--- src/rtl/axi4_lite_pkg.sv ---
// rtl/axi4_lite_pkg.sv - AXI4-Lite response codes and shared read-master constants
package axi4_lite_pkg;

    typedef logic [1:0] axi_resp_t;

    localparam axi_resp_t RESP_OKAY   = 2'b00;
    localparam axi_resp_t RESP_EXOKAY = 2'b01;
    localparam axi_resp_t RESP_SLVERR = 2'b10;
    localparam axi_resp_t RESP_DECERR = 2'b11;

    // Unprivileged, secure, data access
    localparam logic [2:0] ARPROT_DEFAULT = 3'b000;

endpackage

--- src/rtl/sync_fifo.sv ---
// rtl/sync_fifo.sv - registered single-clock FIFO, no fall-through
module sync_fifo #(
    parameter int WIDTH = 34,
    parameter int DEPTH = 4
) (
    input  logic             clk,
    input  logic             rst,
    input  logic             push,
    input  logic [WIDTH-1:0] push_data,
    input  logic             pop,
    output logic [WIDTH-1:0] pop_data,
    output logic             full,
    output logic             empty
);

    localparam int AW = (DEPTH > 1) ? $clog2(DEPTH) : 1;
    localparam int CW = $clog2(DEPTH + 1);
    localparam logic [AW-1:0] LAST_PTR = AW'(DEPTH - 1);
    localparam logic [CW-1:0] FULL_CNT = CW'(DEPTH);

    logic [WIDTH-1:0] mem_q [DEPTH];
    logic [WIDTH-1:0] mem_d [DEPTH];
    logic [AW-1:0]    wr_ptr_q, wr_ptr_d;
    logic [AW-1:0]    rd_ptr_q, rd_ptr_d;
    logic [CW-1:0]    count_q, count_d;
    logic             do_push;
    logic             do_pop;

    assign full     = (count_q == FULL_CNT);
    assign empty    = (count_q == '0);
    assign do_push  = push && !full;
    assign do_pop   = pop && !empty;
    assign pop_data = mem_q[rd_ptr_q];

    // Next-state for storage, pointers (wrapping at DEPTH) and occupancy
    always_comb begin
        mem_d    = mem_q;
        wr_ptr_d = wr_ptr_q;
        rd_ptr_d = rd_ptr_q;
        count_d  = count_q;
        if (do_push) begin
            mem_d[wr_ptr_q] = push_data;
            wr_ptr_d        = (wr_ptr_q == LAST_PTR) ? '0 : wr_ptr_q + 1'b1;
        end
        if (do_pop) begin
            rd_ptr_d = (rd_ptr_q == LAST_PTR) ? '0 : rd_ptr_q + 1'b1;
        end
        if (do_push && !do_pop) begin
            count_d = count_q + 1'b1;
        end else if (!do_push && do_pop) begin
            count_d = count_q - 1'b1;
        end
    end

    // State registers; storage is cleared so the head reads zero out of reset
    always_ff @(posedge clk or negedge rst) begin
        if (!rst) begin
            for (int i = 0; i < DEPTH; i++) begin
                mem_q[i] <= '0;
            end
            wr_ptr_q <= '0;
            rd_ptr_q <= '0;
            count_q  <= '0;
        end else begin
            mem_q    <= mem_d;
            wr_ptr_q <= wr_ptr_d;
            rd_ptr_q <= rd_ptr_d;
            count_q  <= count_d;
        end
    end

endmodule

--- src/rtl/axi4_lite_read_master_pipelined.sv ---
// rtl/axi4_lite_read_master_pipelined.sv - credit-based AXI4-Lite read master with in-order response FIFO
module axi4_lite_read_master_pipelined
    import axi4_lite_pkg::*;
#(
    parameter int ADDR_WIDTH      = 32,
    parameter int DATA_WIDTH      = 32,
    parameter int MAX_OUTSTANDING = 4
) (
    input  logic                  clk,
    input  logic                  rst,
    input  logic                  cmd_valid,
    output logic                  cmd_ready,
    input  logic [ADDR_WIDTH-1:0] cmd_addr,
    output logic                  rsp_valid,
    input  logic                  rsp_ready,
    output logic [DATA_WIDTH-1:0] rsp_data,
    output logic [1:0]            rsp_resp,
    output logic                  rsp_err,
    output logic                  err_sticky,
    input  logic                  err_clear,
    output logic                  busy,
    output logic [ADDR_WIDTH-1:0] M_AXI_ARADDR,
    output logic [2:0]            M_AXI_ARPROT,
    output logic                  M_AXI_ARVALID,
    input  logic                  M_AXI_ARREADY,
    input  logic [DATA_WIDTH-1:0] M_AXI_RDATA,
    input  logic [1:0]            M_AXI_RRESP,
    input  logic                  M_AXI_RVALID,
    output logic                  M_AXI_RREADY
);

    localparam int CW = $clog2(MAX_OUTSTANDING + 1);
    localparam logic [CW-1:0] CREDIT_MAX = CW'(MAX_OUTSTANDING);

    logic [CW-1:0]         credits_q, credits_d;
    logic [CW-1:0]         inflight_q, inflight_d;
    logic                  arvalid_q, arvalid_d;
    logic [ADDR_WIDTH-1:0] araddr_q, araddr_d;
    logic                  err_sticky_q, err_sticky_d;

    logic                  cmd_hs, rsp_hs, ar_hs, r_hs;
    logic                  fifo_full, fifo_empty;
    logic [DATA_WIDTH+1:0] fifo_head;
    axi_resp_t             head_resp;

    // Credits are taken from registered state only, so rsp_ready never reaches cmd_ready
    assign cmd_ready = (credits_q < CREDIT_MAX) && (!arvalid_q || M_AXI_ARREADY);
    assign cmd_hs    = cmd_valid && cmd_ready;
    assign ar_hs     = arvalid_q && M_AXI_ARREADY;
    assign r_hs      = M_AXI_RVALID && M_AXI_RREADY;
    assign rsp_valid = !fifo_empty;
    assign rsp_hs    = rsp_valid && rsp_ready;

    // A held credit guarantees a FIFO slot, so R acceptance only needs an issued AR
    assign M_AXI_RREADY  = (inflight_q != '0);
    assign M_AXI_ARVALID = arvalid_q;
    assign M_AXI_ARADDR  = araddr_q;
    assign M_AXI_ARPROT  = ARPROT_DEFAULT;

    assign head_resp  = fifo_head[1:0];
    assign rsp_data   = fifo_head[DATA_WIDTH+1:2];
    assign rsp_resp   = head_resp;
    assign rsp_err    = head_resp[1];
    assign err_sticky = err_sticky_q;
    assign busy       = (credits_q != '0);

    // Credit and in-flight counters, AR holding register and sticky error
    always_comb begin
        credits_d = credits_q;
        if (cmd_hs && !rsp_hs) begin
            credits_d = credits_q + 1'b1;
        end else if (!cmd_hs && rsp_hs) begin
            credits_d = credits_q - 1'b1;
        end

        inflight_d = inflight_q;
        if (ar_hs && !r_hs) begin
            inflight_d = inflight_q + 1'b1;
        end else if (!ar_hs && r_hs) begin
            inflight_d = inflight_q - 1'b1;
        end

        arvalid_d = arvalid_q;
        araddr_d  = araddr_q;
        if (cmd_hs) begin
            arvalid_d = 1'b1;
            araddr_d  = cmd_addr;
        end else if (ar_hs) begin
            arvalid_d = 1'b0;
        end

        // A clear loses against an error beat landing in the same cycle
        err_sticky_d = err_sticky_q;
        if (err_clear) begin
            err_sticky_d = 1'b0;
        end
        if (r_hs && M_AXI_RRESP[1]) begin
            err_sticky_d = 1'b1;
        end
    end

    // Control registers; reset discards everything in flight
    always_ff @(posedge clk or negedge rst) begin
        if (!rst) begin
            credits_q    <= '0;
            inflight_q   <= '0;
            arvalid_q    <= 1'b0;
            araddr_q     <= '0;
            err_sticky_q <= 1'b0;
        end else begin
            credits_q    <= credits_d;
            inflight_q   <= inflight_d;
            arvalid_q    <= arvalid_d;
            araddr_q     <= araddr_d;
            err_sticky_q <= err_sticky_d;
        end
    end

    sync_fifo #(
        .WIDTH (DATA_WIDTH + 2),
        .DEPTH (MAX_OUTSTANDING)
    ) u_rsp_fifo (
        .clk       (clk),
        .rst       (rst),
        .push      (r_hs),
        .push_data ({M_AXI_RDATA, M_AXI_RRESP}),
        .pop       (rsp_hs),
        .pop_data  (fifo_head),
        .full      (fifo_full),
        .empty     (fifo_empty)
    );

    // Credit reservation makes a push into a full FIFO impossible
    assert property (@(posedge clk) disable iff (!rst) !(r_hs && fifo_full));

endmodule
--- config.mk ---
export PLATFORM = sky130hd
export DESIGN_NAME = axi4_lite_read_master_pipelined
export DESIGN_NICKNAME = d
export VERILOG_FILES = /design/src/rtl/axi4_lite_pkg.sv /design/src/rtl/sync_fifo.sv /design/src/rtl/axi4_lite_read_master_pipelined.sv
export SDC_FILE = /design/constraint.sdc
export NUM_CORES = 1
export LEC_CHECK = 0
export CAP_MARGIN = 20
export CORE_ASPECT_RATIO = 0.9
export CORE_MARGIN = 10
export CORE_UTILIZATION = 53
export DETAILED_ROUTE_END_ITERATION = 8
export PLACE_DENSITY = 0.89
export SYNTH_ARGS = -nofsm -noshare
export SYNTH_HDL_FRONTEND = slang
export SYNTH_SLANG_ARGS = --single-unit
--- constraint.sdc ---
create_clock -name clk -period 2.86 [get_ports clk]
set_input_delay 0.572 -clock clk [delete_from_list [all_inputs] [get_ports clk]]
set_output_delay 0.572 -clock clk [all_outputs]
set_load 0.02 [all_outputs]
==> run metrics <==
Worst-Skew Late Latency 0.43 ns; post-layout minimum cycle time 2.77 ns; hpwl dp approximately 13 mm; Die Y 140 µm; Netlist cell types 29; cell area power density 1350 mW/mm²; Synth area leaders dfrtp_1 (54%), mux2_4 (16%), mux2_2 (11%), mux4_2 (9.1%), buf_12 (2.1%); Max VDD drop 0.914 mV; overall routed net length between 15 and 20 mm; post-CTS setup buffers 0; first-pass GRT wire length around 30 mm; total CTS buffers 17; DR vias/cell 5.46; synthesized area 0.00843 mm²; Nets just over 700; H-tree depth 4; final period utilization 96.9%; # DRC 0; P_leak between 0.004 and 0.005 µW; CTS tree built; largest area contributor in the netlist dfrtp_1; Final setup viols 0; Hold Path Class primary input to async pin; global route overflow 0; crit path DAT approximately 2.2 ns; Final Max Tran Viols 0; CP required 2.29 ns; Final ANT Viol Nets 0; wire length per cell ~22 µm; clk_skew 0.0103 ns; worst-margin pin slew 0.755 ns; cell-by-cell listing of the critical path buf_12, mux4_2, clkdlybuf4s50_1; Slowest-stage cell, CP clkdlybuf4s50_1; First-pass DRT Iterations 4; cts hold-fix bufs 0; largest net degree at the start of global routing 81; register area share after synthesis 54.3%; Final Cell Area 0.0107 mm²; WS Path Type register to output port; RePlAce Congestion 0.751; setup slack, reg-to-reg roughly 0.54 ns; diode count 0; Layout area overhead 26.8%; initial drt markers 156; Worst Path Max Fanout 22; placed cell areas 0.0100 mm²; RSZ-0062 raised after global routing false; Synth warnings 0; clk sinks 183; # IOs 149; kind of end point of the critical path output port; Initial Utilization 54.4%; mean area per synthesized cell 17.9 µm²; status finished clean; # fillers just over 1k; PortBufs ~150; # Max-Cap Violations 0; antenna violations before repair 0; via count 4601; final instance count without filler cells 842; clock slew at reported path FFs 0.06 ns; cell count after synthesis roughly 470; Die Wd 153 µm; Yosys reg bits 183; number of global-route vias before repair 5474; placed instance count 810; # rows 43; core area ~0.015 mm²; fmax around 0.36 GHz; Max stage delay on crit path 0.57 ns; ratio of cells with drive above 1 in the final layout 42.0%; Final Hold Viols 0; CTS root buffer clkbuf_16; setup TNS 0 ns; die footprint 0.0214 mm²; CTS max path bufs 2; Synth top area share 54.3%; All-Layer GR Usage 17.8%; startpoint types register; worst rel slew slack 49.7%
==> cell type report <==
class	count	area, µm²	share of cell area [%]
clock buffers	22	484	4.53
clock inverters	10	166	1.56
inverters	7	26.3	0.246
multi-input cells	255	3510	32.9
flip-flops and latches	183	4580	42.9
well taps	202	253	2.37
repair buffers	163	1660	15.5
==> stage by stage <==
step                      hold WS, ns  util (%)  worst slack, ns  total power (µW)
after global routing            0.238      68.9          0.00129             15200
after global placement          0.466      64.7            0.382             11600
after floorplan                 0.276         -            0.600              9370
after CTS                       0.203      68.9           0.0369             14600
final                           0.162      68.9           0.0881             14400
after detailed placement        0.473      64.7            0.367             11900
==> placed cells by master, fill, tap and decap left out, drive strengths merged, types with 3 or more instances in the layout <==
| master | instances |
|---|---|
| dfrtp | 183 |
| ha | 8 |
| inv | 8 |
| nand3 | 4 |
| conb | 3 |
| xnor2 | 3 |
| nor2 | 6 |
| fa | 3 |
| bufinv | 4 |
| mux2 | 175 |
| xor2 | 6 |
| clkbuf | 22 |
| or3 | 3 |
| clkdlybuf4s50 | 142 |
| mux4 | 34 |
| clkinvlp | 5 |
| buf | 19 |
==> logic make-up after synthesis <==
logic type               after synthesis  synth area share, %
adder cells (fa/ha/maj)               11                 1.90
AND/OR/NAND/NOR                       21                 2.00
flip-flops                           183                 54.3
multiplexers                         209                 36.5
other                                  1               0.0445
AO/OA/AOI/OAI                          2                0.163
buffers and inverters                 36                 4.13
XOR/XNOR                               9                0.935
==> layer usage <==
| metal | share of wire [%] | global-route usage, % | vias up | wire length, µm |
|---|---|---|---|---|
| li1 | - | - | 2015 | - |
| met1 | 40 | 20.4 | 2422 | 7480 |
| met2 | 49 | 29.0 | 149 | 9060 |
| met3 | 9.7 | 8.60 | 15 | 1790 |
| met4 | 0.93 | 5.27 | 0 | 173 |
| met5 | 0 | 0 | - | 0 |
==> state kept, by name, summed over array words and instances, names as in the netlist <==
register / count
M_AXI_ARVALID: 1
u_rsp_fifo.mem_q: 136
credits_q: 3
inflight_q: 3
u_rsp_fifo.rd_ptr_q: 2
u_rsp_fifo.wr_ptr_q: 2
err_sticky: 1
u_rsp_fifo.count_q: 3
M_AXI_ARADDR: 32
==> what timing repair did <==
action,CTS,global route
pin swaps,0,0
gates resized for setup,1,2
gates cloned,0,0
setup endpoints to repair,1,2
==> power by group <==
group	total (µW)	internal, µW	switching (µW)
combinational	7050	4150	2900
sequential	4790	3940	847
clock	2540	1560	977
total	14400	9650	4720
==> final timing paths <==
| check | start | cells after the start | endpoint |
|---|---|---|---|
| max | u_rsp_fifo.rd_ptr_q[0] | 3 | rsp_data[25] |
| min in group clk | u_rsp_fifo.count_q[2] | 1 | u_rsp_fifo.count_q[2] |
| max in group asynchronous | rst | 2 | u_rsp_fifo.mem_q[41] |
| max reg2reg | u_rsp_fifo.count_q[0] | 6 | u_rsp_fifo.count_q[1] |
| min reg2reg | u_rsp_fifo.count_q[2] | 1 | u_rsp_fifo.count_q[2] |
| min | rst | 1 | u_rsp_fifo.mem_q[63] |
==> synth_stat cells <==
cell and n:
and2_1 1, and2_4 1, buf_1 1, buf_12 9
buf_2 5, buf_4 8, buf_6 4, clkbuf_1 2
conb_1 1, dfrtp_1 183, fa_1 3, ha_1 8
inv_1 7, mux2_2 85, mux2_4 90, mux4_2 34
nand2_1 2, nand3_4 4, nor2_1 6, nor2b_1 1
nor3b_2 1, o21ai_0 1, o31a_1 1, or2_2 1
or3_1 2, or3_2 1, or3b_1 1, xnor2_1 3
xor2_1 6
==> critical path: cells and delay by family (launching register included) <==
kind / cells / cell delay (ns)
mux: 1 / 0.56
flops: 1 / 0.41
buf+inv: 2 / 0.81
Note: power is estimated with default switching activity, not from simulation.
